[config.mk]
export PLATFORM = sky130hd
export DESIGN_NAME = alu_seq_param
export DESIGN_NICKNAME = d
export VERILOG_FILES = /design/src/rtl/alu_seq_pkg.sv /design/src/rtl/alu_seq_core.sv /design/src/rtl/alu_seq_param.sv
export SDC_FILE = /design/constraint.sdc
export NUM_CORES = 1
export LEC_CHECK = 0
export ABC_AREA = 1
export CORE_MARGIN = 4
export CORE_UTILIZATION = 40
export DETAILED_ROUTE_END_ITERATION = 10
export MAX_ROUTING_LAYER = met4
export PLACE_DENSITY = 0.67
export SYNTH_ARGS = -nofsm -noshare
export SYNTH_HDL_FRONTEND = slang
export SYNTH_HIERARCHICAL = 1
export SYNTH_SLANG_ARGS = --single-unit
[constraint.sdc]
create_clock -name clk -period 7.6 [get_ports clk]
set_input_delay 1.14 -clock clk [delete_from_list [all_inputs] [get_ports clk]]
set_output_delay 1.14 -clock clk [all_outputs]
set_load 0.1 [all_outputs]
[src/rtl/alu_seq_pkg.sv]
// rtl/alu_seq_pkg.sv - op encodings and FSM states for alu_seq_param
// ALU_SEQ_MUL_EN adds the BUSY state used by the sequential multiply.
package alu_seq_pkg;

  localparam logic [2:0] OP_ADD = 3'b000;
  localparam logic [2:0] OP_SUB = 3'b001;
  localparam logic [2:0] OP_AND = 3'b010;
  localparam logic [2:0] OP_OR  = 3'b011;
  localparam logic [2:0] OP_XOR = 3'b100;
  localparam logic [2:0] OP_NOT = 3'b101;
  localparam logic [2:0] OP_MUL = 3'b110;
  localparam logic [2:0] OP_ILL = 3'b111;

`ifdef ALU_SEQ_MUL_EN
  typedef enum logic [1:0] {ST_IDLE = 2'd0, ST_DONE = 2'd1, ST_BUSY = 2'd2} state_t;
`else
  typedef enum logic [1:0] {ST_IDLE = 2'd0, ST_DONE = 2'd1} state_t;
`endif

endpackage

[src/rtl/alu_seq_core.sv]
// rtl/alu_seq_core.sv - combinational datapath and flags for single-cycle ops
// MUL and the illegal op both produce a zero result here.
module alu_seq_core
  import alu_seq_pkg::*;
#(
  parameter int WIDTH = 8
) (
  input  logic [2:0]       op,
  input  logic [WIDTH-1:0] a,
  input  logic [WIDTH-1:0] b,
  input  logic             cin,
  output logic [WIDTH-1:0] result,
  output logic             cout,
  output logic             zero,
  output logic             ovf
);

  logic [WIDTH-1:0] b_eff;
  logic [WIDTH:0]   sum;

  always_comb begin
    b_eff  = (op == OP_SUB) ? ~b : b;
    sum    = {1'b0, a} + {1'b0, b_eff} + {{WIDTH{1'b0}}, cin};
    result = '0;
    cout   = 1'b0;
    ovf    = 1'b0;
    case (op)
      OP_ADD, OP_SUB: begin
        result = sum[WIDTH-1:0];
        cout   = sum[WIDTH];
        ovf    = (a[WIDTH-1] == b_eff[WIDTH-1]) && (sum[WIDTH-1] != a[WIDTH-1]);
      end
      OP_AND:         result = a & b;
      OP_OR:          result = a | b;
      OP_XOR:         result = a ^ b;
      OP_NOT:         result = ~a;
      OP_MUL, OP_ILL: result = '0;
    endcase
    zero = (result == '0);
  end

endmodule

[src/rtl/alu_seq_param.sv]
// rtl/alu_seq_param.sv - registered ALU with valid/ready handshakes and FSM
// Define ALU_SEQ_MUL_EN for the WIDTH-cycle shift-add unsigned multiply on op 110.
module alu_seq_param
  import alu_seq_pkg::*;
#(
  parameter int WIDTH = 8
) (
  input  logic             clk,
  input  logic             rst,
  input  logic             in_valid,
  output logic             in_ready,
  input  logic [2:0]       op,
  input  logic [WIDTH-1:0] a,
  input  logic [WIDTH-1:0] b,
  input  logic             cin,
  output logic             out_valid,
  input  logic             out_ready,
  output logic [WIDTH-1:0] result,
  output logic [WIDTH-1:0] result_hi,
  output logic             cout,
  output logic             zero,
  output logic             ovf
);

  state_t           state_q, state_d;
  logic [WIDTH-1:0] res_q, res_d;
  logic             cout_q, cout_d, zero_q, zero_d, ovf_q, ovf_d;
  logic [WIDTH-1:0] core_result;
  logic             core_cout, core_zero, core_ovf;
  logic             accept;

`ifdef ALU_SEQ_MUL_EN
  localparam int CW = $clog2(WIDTH);
  logic [WIDTH-1:0]   res_hi_q, res_hi_d, mcand_q, mcand_d;
  logic [CW-1:0]      cnt_q, cnt_d;
  logic [WIDTH:0]     psum;
  logic [2*WIDTH-1:0] prod_next;
`endif

  alu_seq_core #(.WIDTH(WIDTH)) u_core (
    .op     (op),
    .a      (a),
    .b      (b),
    .cin    (cin),
    .result (core_result),
    .cout   (core_cout),
    .zero   (core_zero),
    .ovf    (core_ovf)
  );

  assign in_ready  = (state_q == ST_IDLE) || (state_q == ST_DONE && out_ready);
  assign accept    = in_valid && in_ready;
  assign out_valid = (state_q == ST_DONE);
  assign result    = res_q;
  assign cout      = cout_q;
  assign zero      = zero_q;
  assign ovf       = ovf_q;

`ifdef ALU_SEQ_MUL_EN
  // {res_hi_q, res_q} is the product accumulator; the multiplier shifts out of res_q.
  assign psum      = {1'b0, res_hi_q} + (res_q[0] ? {1'b0, mcand_q} : '0);
  assign prod_next = {psum, res_q[WIDTH-1:1]};
  assign result_hi = res_hi_q;
`else
  assign result_hi = '0;
`endif

  always_comb begin
    state_d = state_q;
    res_d   = res_q;
    cout_d  = cout_q;
    zero_d  = zero_q;
    ovf_d   = ovf_q;
`ifdef ALU_SEQ_MUL_EN
    res_hi_d = res_hi_q;
    mcand_d  = mcand_q;
    cnt_d    = cnt_q;
`endif
    if (state_q == ST_DONE && out_ready) state_d = ST_IDLE;
`ifdef ALU_SEQ_MUL_EN
    if (state_q == ST_BUSY) begin
      res_d    = prod_next[WIDTH-1:0];
      res_hi_d = prod_next[2*WIDTH-1:WIDTH];
      cnt_d    = cnt_q + CW'(1);
      if (cnt_q == CW'(WIDTH - 1)) begin
        state_d = ST_DONE;
        zero_d  = (prod_next == '0);
        cnt_d   = '0;
      end
    end
`endif
    if (accept) begin
      state_d = ST_DONE;
      res_d   = core_result;
      cout_d  = core_cout;
      zero_d  = core_zero;
      ovf_d   = core_ovf;
`ifdef ALU_SEQ_MUL_EN
      res_hi_d = '0;
      if (op == OP_MUL) begin
        state_d = ST_BUSY;
        mcand_d = a;
        res_d   = b;
        cnt_d   = '0;
        cout_d  = 1'b0;
        zero_d  = 1'b0;
        ovf_d   = 1'b0;
      end
`endif
    end
  end

  always_ff @(posedge clk) begin
    if (rst) begin
      state_q <= ST_IDLE;
      res_q   <= '0;
      cout_q  <= 1'b0;
      zero_q  <= 1'b0;
      ovf_q   <= 1'b0;
`ifdef ALU_SEQ_MUL_EN
      res_hi_q <= '0;
      mcand_q  <= '0;
      cnt_q    <= '0;
`endif
    end else begin
      state_q <= state_d;
      res_q   <= res_d;
      cout_q  <= cout_d;
      zero_q  <= zero_d;
      ovf_q   <= ovf_d;
`ifdef ALU_SEQ_MUL_EN
      res_hi_q <= res_hi_d;
      mcand_q  <= mcand_d;
      cnt_q    <= cnt_d;
`endif
    end
  end

endmodule
### After elaboration in Yosys (flattened, before gate mapping)

Index checks and enable logic that the tools add are counted.

* bitwise logic cells: 5
* muxes and demuxes: 6
* equality and inequality tests: 9
* reductions and logical operators: 10
* add/subtract/negate cells: 2

Operators with widths (count)
* $pmux 8 s6: 1
* $not 8->8: 2
* $eq 3x3->1 const B: 4
* $add 8x8->9: 1
* $add 9x1->9: 1
* $and 8x8->8: 1
* $logic_not 8->1: 1
* $mux 8: 1
* $or 8x8->8: 1
* $xor 8x8->8: 1
* $eq 3x2->1 const B: 2
* $mux 1: 4
* $reduce_or 2->1: 2
* $eq 3x1->1 const B: 1
* $logic_and 1x1->1: 3
* $logic_not 3->1: 1
* $logic_not 2->1: 1
* $reduce_bool 2->1: 1
* $eq 1x1->1: 1
* $logic_or 1x1->1: 1
* $ne 1x1->1: 1

* word-level logic and storage cells: 37
* bits in registers: 12
* output and inout port bits: 21
* input bits: 24

### Logic depth before layout (Yosys ltp)

Gate-level depths: netlist of the first run.

* depth in word-level cells: 7
* depth in mapped cells: 22

### Modules after synthesis

Netlist of the first run, hierarchy kept.

Modules (own cells, without submodules)
* alu_seq_core: times used 1, area each 1159.9 µm², cells an instance 199
* alu_seq_param: times used 1, area each 616.8 µm², cells an instance 86

### Worst setup path after synthesis of the first run

Ideal clock, no wire load.

* path type: in2reg
* start point: input port op[2]
* end point: register zero_q (netlist: zero)
* path slack: 4.125 ns
* arrival time: 3.409 ns
* required time: 7.534 ns
* stages on the path: 21
* path buffers: 0
* cells stage by stage: inv_2 -> nand2_4 -> inv_2 -> nand2_2 -> xor2_1 -> inv_1 -> fa_1 -> fa_1 -> nand2_1 -> nand2_1 -> nand2_1 -> nand2_1 -> nand2_1 -> nand3b_1 -> nor2_1 -> nand2_1 -> nor2_2 -> inv_1 -> nand3_1 -> nand2_1 -> nor2_1

* longest elaborated chain between the ends: 6
* elaborated cells on any way between the ends: 15

Ends and longest elaborated chain
* start: declaration: line alu_seq_param.sv:12 `input logic [2:0] op,`
* $eq 3x1->1: line alu_seq_core.sv:22, alu_seq_core.sv:27
* $mux 8: line alu_seq_core.sv:22 `b_eff = (op == OP_SUB) ? ~b : b;`
* $add 8x8->9: line alu_seq_core.sv:23 `sum = {1'b0, a} + {1'b0, b_eff} + {{WIDTH{1'b0}}, cin};`
* $add 9x1->9: line alu_seq_core.sv:23
* $pmux 8 s6 *: line alu_seq_core.sv:27 `case (op)`
* via core_result[4]: line alu_seq_param.sv:28 `logic [WIDTH-1:0] core_result;`
* $logic_not 8->1 *: line alu_seq_core.sv:39 `zero = (result == '0);`
* via core_zero: line alu_seq_param.sv:29 `logic core_cout, core_zero, core_ovf;`
* end signal: assignment: line alu_seq_param.sv:129 `zero_q <= zero_d;`
* end: declaration: line alu_seq_param.sv:27 `logic cout_q, cout_d, zero_q, zero_d, ovf_q, ovf_d;`

The timed path passes the listed nets; every way through them passes the cells marked *.
A chain may end at the register's enable or synchronous reset.

### Worst setup path after layout of the first run

* start point: input port out_ready
* end point: output port in_ready

* longest elaborated chain between the ends: 2

Ends and longest elaborated chain
* start: declaration: line alu_seq_param.sv:17 `input logic out_ready,`
* $logic_and 1x1->1: line alu_seq_param.sv:51 `assign in_ready = (state_q == ST_IDLE) || (state_q == ST_DONE && out_ready);`
* $logic_or 1x1->1: line alu_seq_param.sv:51
* end: declaration: line alu_seq_param.sv:11 `output logic in_ready,`

Every way passes these cells.

==> impl_metrics.yaml, run 1 <==
clock_network:
  cts_tree: "built"
  postCtsSetupRepairBufs: 0
  numCtsBuffers: 3
  cts_sinks: 12
  cts-hold-fix-buffers: 0
  path_clk_slew_ns: 0.05
  clockBufferDepth: 2
  clock_latency_ns: 0.24
  post_cts_resized: 0
  cts-htree-levels: 1
  root_buffer: "clkbuf_8"
setup_path:
  path_max_fanout: 24
  worstSetupStartpointType: "input pin"
  cp.required_ns: 6.46
  r2r-start: "state_q[0]"
  cpMostUsedCell: "clkdlybuf4s50_1"
  arrival_ns: 3.17
  path_class: "in -> out"
  r2r_cells: 4
  crit_family: "buffers and inverters"
  crit_slowest_cell: "clkdlybuf4s50_1"
  critPathCaptureType: "output pin"
  cp_slowest_stage_delay_ns: 1.22
  reg2reg_to: "result[3]"
  cp_num_buf_inv: 3
  timing.reg2reg.setup_slack_ns: 6.59
  path_cells: "clkdlybuf4s50_1, inv_1, nand2_2, clkdlybuf4s50_1"
finish:
  fillers: 427
  drive_gt1_frac: 0.0597
  final_nets: 369
  layout_common_cells: "nand2_1 (67), inv_1 (54), clkdlybuf4s50_1 (36)"
  multi_input_area_um2: 1220
  area_growth_pct: 21.6
  diodes: 0
  regArea_um2: 240
  layout_commonest_cell: "nand2_1"
yosys:
  ys_warn_count: 6
  seq_area_frac_synth: 0.135
  synthTopCellsByArea: "ha_1 (17%), nand2_1 (14%), dfxtp_1 (14%)"
  synthArstFlopShare: 0
  synth_top_area_frac: 0.169
  netlist_area_um2: 1780
  synth.avg_cell_area_um2: 6.23
  dominantRegCellSynth: "dfxtp_1"
  synth.distinct_cells: 30
  netlist_instances: 285
  synth-edff-count: 0
  ys_ff_latch: 12
  yosysTopAreaCell: "ha_1"
floorplan:
  coreArea_um2: 4140
  dieWidth_um: 74.6
  dieArea_um2: 5570
  ioPinCount: 45
  die_h_um: 74.6
  rows: 23
  start_util: 0.429
drt:
  vias_per_cell: 4.63
  num_vias: 1704
  firstDrtPassIters: 4
  route.detailed.drc: 0
  ant_nets: 0
  drt_wl_total_um: 3880
  drt_iter0_drc: 78
  avgRoutedWirePerCell_um: 10.5
timing:
  slew_headroom: 0.342
  rsz0062_at_grt: "false"
  drv_slew: 0
  hold_ws_ns: 0.480
  layout_min_cycle_time_ns: 4.31
  finClkSkew_ns: 0.00247
  tightest_slew_ns: 0.984
  setup_violations: 0
  fin_tns_setup_ns: 0
  post-route-period-util: 0.567
  finalHoldViolations: 0
  fmax_mhz: 232
min_path:
  hp-class: "reg -> reg"
  whs_path_depth: 2
  min_from: "result[0]"
  holdPathEnd: "result[0]"
power_and_ir_drop:
  sw_frac_of_total: 0.468
  clockPowerShare: 0.220
  irDropWorstVdd_uv: 54.1
  combPwrFrac: 0.555
  p_switching_uw: 147
  power_uw: 315
  p_int_uw: 168
  p_leak_uw: 0.00117
  p_seq_frac: 0.224
  powerDensity_nw_per_um2: 146
global_route:
  track_usage: 0.153
  grt_first_pass_wirelength_um: 6590
  overflow: 0
  antenna_found_initial: 0
  grt_pass1_vias: 1585
  grt_max_degree: 25
run_status:
  status: "finished clean"
placement:
  io_buffers: 36
  gp_congestion: 0.879
  hpwl_um: 3170
job:
  maxCapViolCount: 0
==> stage by stage <==
stage                     utilization  worst slack (ns)  area, µm²  std cells
after detailed placement        0.508              3.18       2110        364
after global routing            0.521              3.06       2160        368
after CTS                       0.521              3.28       2160        368
final                           0.521              3.29       2160        368
after global placement          0.508              3.26       2110        364
after floorplan                     -              4.13       1800        292
==> how the worst max path moves through the flow <==
| stage | cells after the start | to | slack [ns] | start |
|---|---|---|---|---|
| detailed placement | 22 | zero | 3.18 | op[1] |
| finish | 4 | in_ready | 3.29 | out_ready |
| global placement | 22 | zero | 3.26 | op[1] |
| floorplan | 21 | zero | 4.13 | op[2] |
| global route | 22 | zero | 3.06 | op[1] |
| CTS | 4 | in_ready | 3.28 | out_ready |
==> cell usage after synthesis, types with 3 or more instances <==
library cell / instances
a21oi_1: 16
buf_4: 9
buf_6: 4
dfxtp_1: 12
ha_1: 24
inv_1: 54
inv_2: 3
nand2_1: 67
nand3_1: 23
nand4_1: 5
nor2_1: 30
nor2_2: 3
o21ai_1: 8
xor2_1: 9
==> routing by layer <==
layer / GRT usage / share of wire / wire (µm) / up-vias
met4: 0.0296 / 0.0028 / 11 / 0
met2: 0.248 / 0.47 / 1830 / 36
met3: 0.0294 / 0.051 / 197 / 2
met1: 0.201 / 0.47 / 1840 / 735
met5: - / 0 / 0 / -
li1: - / - / - / 931
==> registers in the layout, indices dropped and copies added, names as in the netlist <==
register / flops
result: 8
cout: 1
state_q: 1
zero: 1
ovf: 1
==> tightest hold or removal path, stage by stage, from the launching register on <==
cell,delay (ns)
dfxtp_1,0.32
a21oi_1,0.04
nor2_1,0.08
==> area by class of cell <==
class	instances	share of cell area
multi-input combinational	208	0.566
timing repair buffer	36	0.167
sequential	12	0.111
inverter	58	0.102
tap	50	0.0290
clock buffer	4	0.0255
==> cells by family after synthesis <==
group | after synthesis | synth area share
AOI/OAI and AO/OA | 28 | 0.0866
and+or+nand+nor | 136 | 0.344
adders and majority gates | 26 | 0.192
xor gates and xnor gates | 10 | 0.0493
DFF | 12 | 0.135
buffers and inverters | 72 | 0.192
other | 1 | 0.00211
==> power by group through the flow <==
| stage | sequential [µW] | combinational (µW) | clock [µW] |
|---|---|---|---|
| after floorplan | 109 | 101 | 0 |
| after global placement | 72.0 | 175 | 0 |
| after detailed placement | 72.1 | 176 | 0 |
| after CTS | 70.8 | 176 | 70.2 |
| after global routing | 71.3 | 195 | 72.8 |
| final | 70.7 | 175 | 69.3 |
Power figures use the tool's default switching activity.
==> run 2, diff against run 1 <==
Settings changed: PLACE_DENSITY 0.67 to 0.7.
Clock period 7.6 ns to 3.8 ns, I/O delays scaled along.
==> run 2 against run 1 <==
  * First-iteration DRC count is 17% higher
  * Combinational power up 100%
  * Die area stayed put
  * Power rose by 100%
  * Via count increased by 0.47%
  * Critical endpoint is now zero
==> impl_metrics.yaml, run 2 (synthesis results as in run 1) <==
run_status:
  status: "finished clean"
floorplan:
  ioPinCount: 45
  dieArea_um2: 5570
  die_h_um: 74.6
  dieWidth_um: 74.6
  coreArea_um2: 4140
  start_util: 0.429
  rows: 23
drt:
  drt_wl_total_um: 4060
  num_vias: 1712
  ant_nets: 0
  drt_iter0_drc: 91
  firstDrtPassIters: 4
  route.detailed.drc: 0
  vias_per_cell: 4.61
  avgRoutedWirePerCell_um: 10.9
timing:
  rsz0062_at_grt: "false"
  fin_tns_setup_ns: 0
  tightest_slew_ns: 0.981
  slew_headroom: 0.344
  finClkSkew_ns: 0.000945
  finalHoldViolations: 0
  layout_min_cycle_time_ns: 3.34
  drv_slew: 0
  post-route-period-util: 0.878
  fmax_mhz: 300
  setup_violations: 0
global_route:
  antenna_found_initial: 0
  grt_max_degree: 25
  overflow: 0
  grt_first_pass_wirelength_um: 6890
  grt_pass1_vias: 1595
  track_usage: 0.159
finish:
  largest_reg_flops: 8
  area_growth_pct: 22.7
  drive_gt1_frac: 0.0717
  final_nets: 372
  layout_commonest_cell: "nand2_1"
  diodes: 0
  layout_common_cells: "nand2_1 (67), inv_1 (54), clkdlybuf4s50_1 (35)"
  fillers: 465
  final_util: 0.526
setup_path:
  r2r_cells: 4
  cp.required_ns: 3.98
  reg2reg_to: "cout"
  arrival_ns: 3.52
  critPathCaptureType: "flop"
  path_class: "in -> reg"
  r2r-start: "state_q[0]"
  timing.reg2reg.setup_slack_ns: 2.77
  crit_path_end: "zero"
  worstSetupStartpointType: "input pin"
  critPathLaunch: "op[2]"
  path_max_fanout: 7
power_and_ir_drop:
  p_int_uw: 337
  powerDensity_nw_per_um2: 291
  sw_frac_of_total: 0.469
  clockPowerShare: 0.220
  irDropWorstVdd_uv: 144
  combPwrFrac: 0.557
  p_switching_uw: 298
  p_seq_frac: 0.223
  p_leak_uw: 0.00118
job:
  maxCapViolCount: 0
clock_network:
  clockBufferDepth: 2
  postCtsSetupRepairBufs: 0
  numCtsBuffers: 3
  post_cts_resized: 0
  cts-hold-fix-buffers: 0
  path_clk_slew_ns: 0.05
  cts_tree: "built"
  cts_sinks: 12
  root_buffer: "clkbuf_8"
  cts-htree-levels: 1
  clock_latency_ns: 0.24
placement:
  hpwl_um: 3370
  gp_congestion: 0.840
  io_buffers: 36
min_path:
  hp-class: "reg -> reg"
  min_from: "cout"
-- run 2: layer usage --
| layer | global-route usage | share of wire | vias to the layer above |
|---|---|---|---|
| li1 | - | - | 937 |
| met4 | 0.0119 | 0 | 0 |
| met5 | - | 0 | - |
| met1 | 0.207 | 0.47 | 744 |
| met3 | 0.0254 | 0.043 | 0 |
| met2 | 0.272 | 0.48 | 31 |
-- run 2: worst max-delay path, cell delays in order --
cell,delay (ns)
clkdlybuf4s50_1,0.56
inv_2,0.12
nand2_4,0.13
inv_2,0.09
nand2_2,0.08
xor2_1,0.16
inv_1,0.07
fa_1,0.42
fa_1,0.44
nand2_1,0.11
nand2_1,0.05
nand2_1,0.05
nand2_1,0.04
nand2_1,0.05
nand3b_1,0.10
nor2_1,0.11
nand2_1,0.06
nor2_2,0.07
inv_1,0.04
nand3_1,0.06
nand2_1,0.07
nor2_1,0.08
-- run 2: worst min-delay path by stage --
stage | end | slack (ns) | depth (start not counted)
2_1_floorplan | state_q[0] | 0.63 | 1
3_3_place_gp | result[6] | 0.46 | 2
3_5_place_dp | result[7] | 0.47 | 2
4_1_cts | result[7] | 0.48 | 2
5_1_grt | result[7] | 0.52 | 2
6_report | cout | 0.48 | 2
-- run 2: cell type report --
cell class / instances / area (µm²) / area share
repair buffers: 39 / 380 / 0.174
well taps: 50 / 62.6 / 0.0287
clock buffers: 4 / 55.1 / 0.0252
flip-flops and latches: 12 / 240 / 0.110
multi-input cells: 208 / 1220 / 0.561
inverters: 58 / 220 / 0.101
-- run 2: power groups by stage --
| stage | Combinational, µW | Sequential [µW] | Clock, µW |
|---|---|---|---|
| floorplan | 201 | 219 | 0 |
| global placement | 355 | 144 | 0 |
| detailed placement | 356 | 144 | 0 |
| CTS | 357 | 142 | 144 |
| global route | 391 | 143 | 153 |
| finish | 354 | 141 | 140 |
-- run 2: per-stage QoR --
step / setup WS [ns] / hold WS [ns] / total power [µW] / area [µm²] / instances
floorplan: 0.895 / 0.632 / 420 / 1800 / 292
global placement: 0.310 / 0.463 / 498 / 2130 / 367
detailed placement: 0.230 / 0.468 / 500 / 2130 / 367
CTS: 0.467 / 0.482 / 643 / 2180 / 371
global route: 0.121 / 0.522 / 686 / 2180 / 371
finish: 0.463 / 0.479 / 636 / 2180 / 371
==> run 3, diff against run 2 <==
Settings changed: ABC_CLOCK_PERIOD_IN_PS set to 3800, SLEW_MARGIN set to 20.
==> results of run 3 <==
Same layout as run 2: the final DEF is identical, and so are final timing and power.
==> RTL change (flow settings as in run 3) <==
`WIDTH` is set to 8 in 2 places; all go to 10.
--- a/src/rtl/alu_seq_core.sv
+++ b/src/rtl/alu_seq_core.sv
@@ -3,7 +3,7 @@
 module alu_seq_core
   import alu_seq_pkg::*;
 #(
-  parameter int WIDTH = 8
+  parameter int WIDTH = 10
 ) (
   input  logic [2:0]       op,
   input  logic [WIDTH-1:0] a,
--- a/src/rtl/alu_seq_param.sv
+++ b/src/rtl/alu_seq_param.sv
@@ -3,7 +3,7 @@
 module alu_seq_param
   import alu_seq_pkg::*;
 #(
-  parameter int WIDTH = 8
+  parameter int WIDTH = 10
 ) (
   input  logic             clk,
   input  logic             rst,
Interface: changed (resized a, b, result and result_hi); port bits go from 45 to 53. No check against the original RTL was run, so the function may have changed too.
==> RTL change against run 3 <==
Worst setup slack improved by 0.12 ns; routed wire length increased by 22%; register-to-register slack gained 0.07 ns; core utilization fell by 3.5 points; synthesized cell count up 25%; sequential cell count up 2; sequential power grew 18%; area after synthesis increased by 26%; highest routed layer is now met4; cell area rose by 23%; total power increased by 17%; critical path type unchanged; count of clock-buffer cells in the layout unchanged.
==> RTL change: results (changes against run 3) <==
Parameter                              Value

Power
  Maximum vdd ir drop    0.0001760 V (was 0.0001438 V)
  Leak pwr    0.001452 uW (was 0.001182 uW)

Synth
  Adder-cell area share of the yosys netlist    18.51% (was 19.15%)
  Number of distinct library cells after synthesis    29 (was 30)
  Proportion of synthesized chip area in sequential cells    12.49% (was 13.52%)
  Most used standard cells in the synthesized netlist    nand2_1, inv_1, nor2_1 (unchanged)
  Xor/xnor share of the synthesized area    4.682% (was 4.930%)

STA
  Relative slew slack    35.22% (was 34.37%)
  Worst clock skew    0.001846 ns (was 0.0009449 ns)
  Crit path time final    3.222 ns (was 3.337 ns)

Clock network
  Clock transition at the registers of the reported paths    0.05 ns (about the same)

Global routing
  Wire length of the first global-routing pass    8576 um (was 6893 um)
  Maximum number of pins on one net before global-route repair    29 (was 25)
  Number of global-route vias before repair    2008 (was 1595)
  All-layer global routing usage    14.84% (was 15.92%)

Place
  Sum of net half-perimeters after detailed placement    4109 um (was 3369 um)
  Routability Congestion    0.8801 (was 0.8403)
  Post-Place Worst Slack    0.3112 ns (was 0.2302 ns)

Layout
  Layout cell share with drive strength beyond 1    8.883% (was 7.165%)
  Number of flip-flops in the largest register    10 (was 8)
  Antenna diode count    0 (unchanged)

Routing
  Vias    2187 (was 1712)
  Wire length per cell    10.63 um (was 10.95 um)
  DRC marker count from the first detailed-route iteration    72 (was 91)

Setup path
  Capture point of the worst reg-to-reg path    result[9] (was cout)
  Maximum fanout along the worst path    6 (was 7)
  Peak per-stage delay on the critical path    0.53 ns (was 0.56 ns)
  CP Data Arrival Time    3.41 ns (was 3.52 ns)
  Minimum setup slack among reg-to-reg paths    2.84 ns (was 2.77 ns)

Status
  Status    finished clean (unchanged)

Min path
  Cells on Worst Hold Path    2 (unchanged)
==> RTL change: how the worst min path moves through the flow <==
stage | start | to | slack [ns]
floorplan | rst | state_q[0] | 0.64
global placement | result[1] | result[1] | 0.46
detailed placement | result[1] | result[1] | 0.47
CTS | result[1] | result[1] | 0.48
global route | result[8] | result[8] | 0.50
finish | result[1] | result[1] | 0.48
==> RTL change: metal layers <==
| metal | global-route usage [%] | up-vias | wire length (um) |
|---|---|---|---|
| met2 | 25.22 | 53 | 2443 |
| li1 | - | 1157 | - |
| met5 | - | - | 0 |
| met3 | 1.885 | 5 | 253 |
| met1 | 18.31 | 972 | 2201 |
| met4 | 4.458 | 0 | 54 |
==> RTL change: stage by stage <==
stage,instances,instance area [um2]
global route,466,2689
finish,466,2689
CTS,466,2689
floorplan,364,2278
global placement,462,2634
detailed placement,462,2634
==> RTL change: area by class of cell <==
| cell class | count | area, um2 |
|---|---|---|
| multi-input combinational | 259 | 1554 |
| sequential | 14 | 280.3 |
| inverter | 73 | 276.5 |
| timing repair buffer | 44 | 432.9 |
| tap | 72 | 90.09 |
| fill | 601 | 2784 |
| clock buffer | 4 | 55.05 |
==> RTL change: critical path, delay by kind of cell <==
family                   cells  cell delay, ns
buffers and inverters        4            0.73
adder cells (fa/ha/maj)      2            0.65
AND/OR/NAND/NOR             14            1.28
XOR/XNOR                     1            0.16
==> RTL change: logic make-up (layout without fill, tap and decap cells) <==
group	after synthesis	in the layout
other	1	10
adder cells (fa/ha/maj)	32	32
AO/OA/AOI/OAI	35	35
buffers and inverters	91	121
flip-flops	14	14
AND/OR/NAND/NOR	170	170
XOR/XNOR	12	12
==> RTL change: power by group <==
group	internal, uW	switching, uW	total (uW)
Sequential	159	6.50	166
Combinational	134	299	433
Clock	91.8	50.4	142
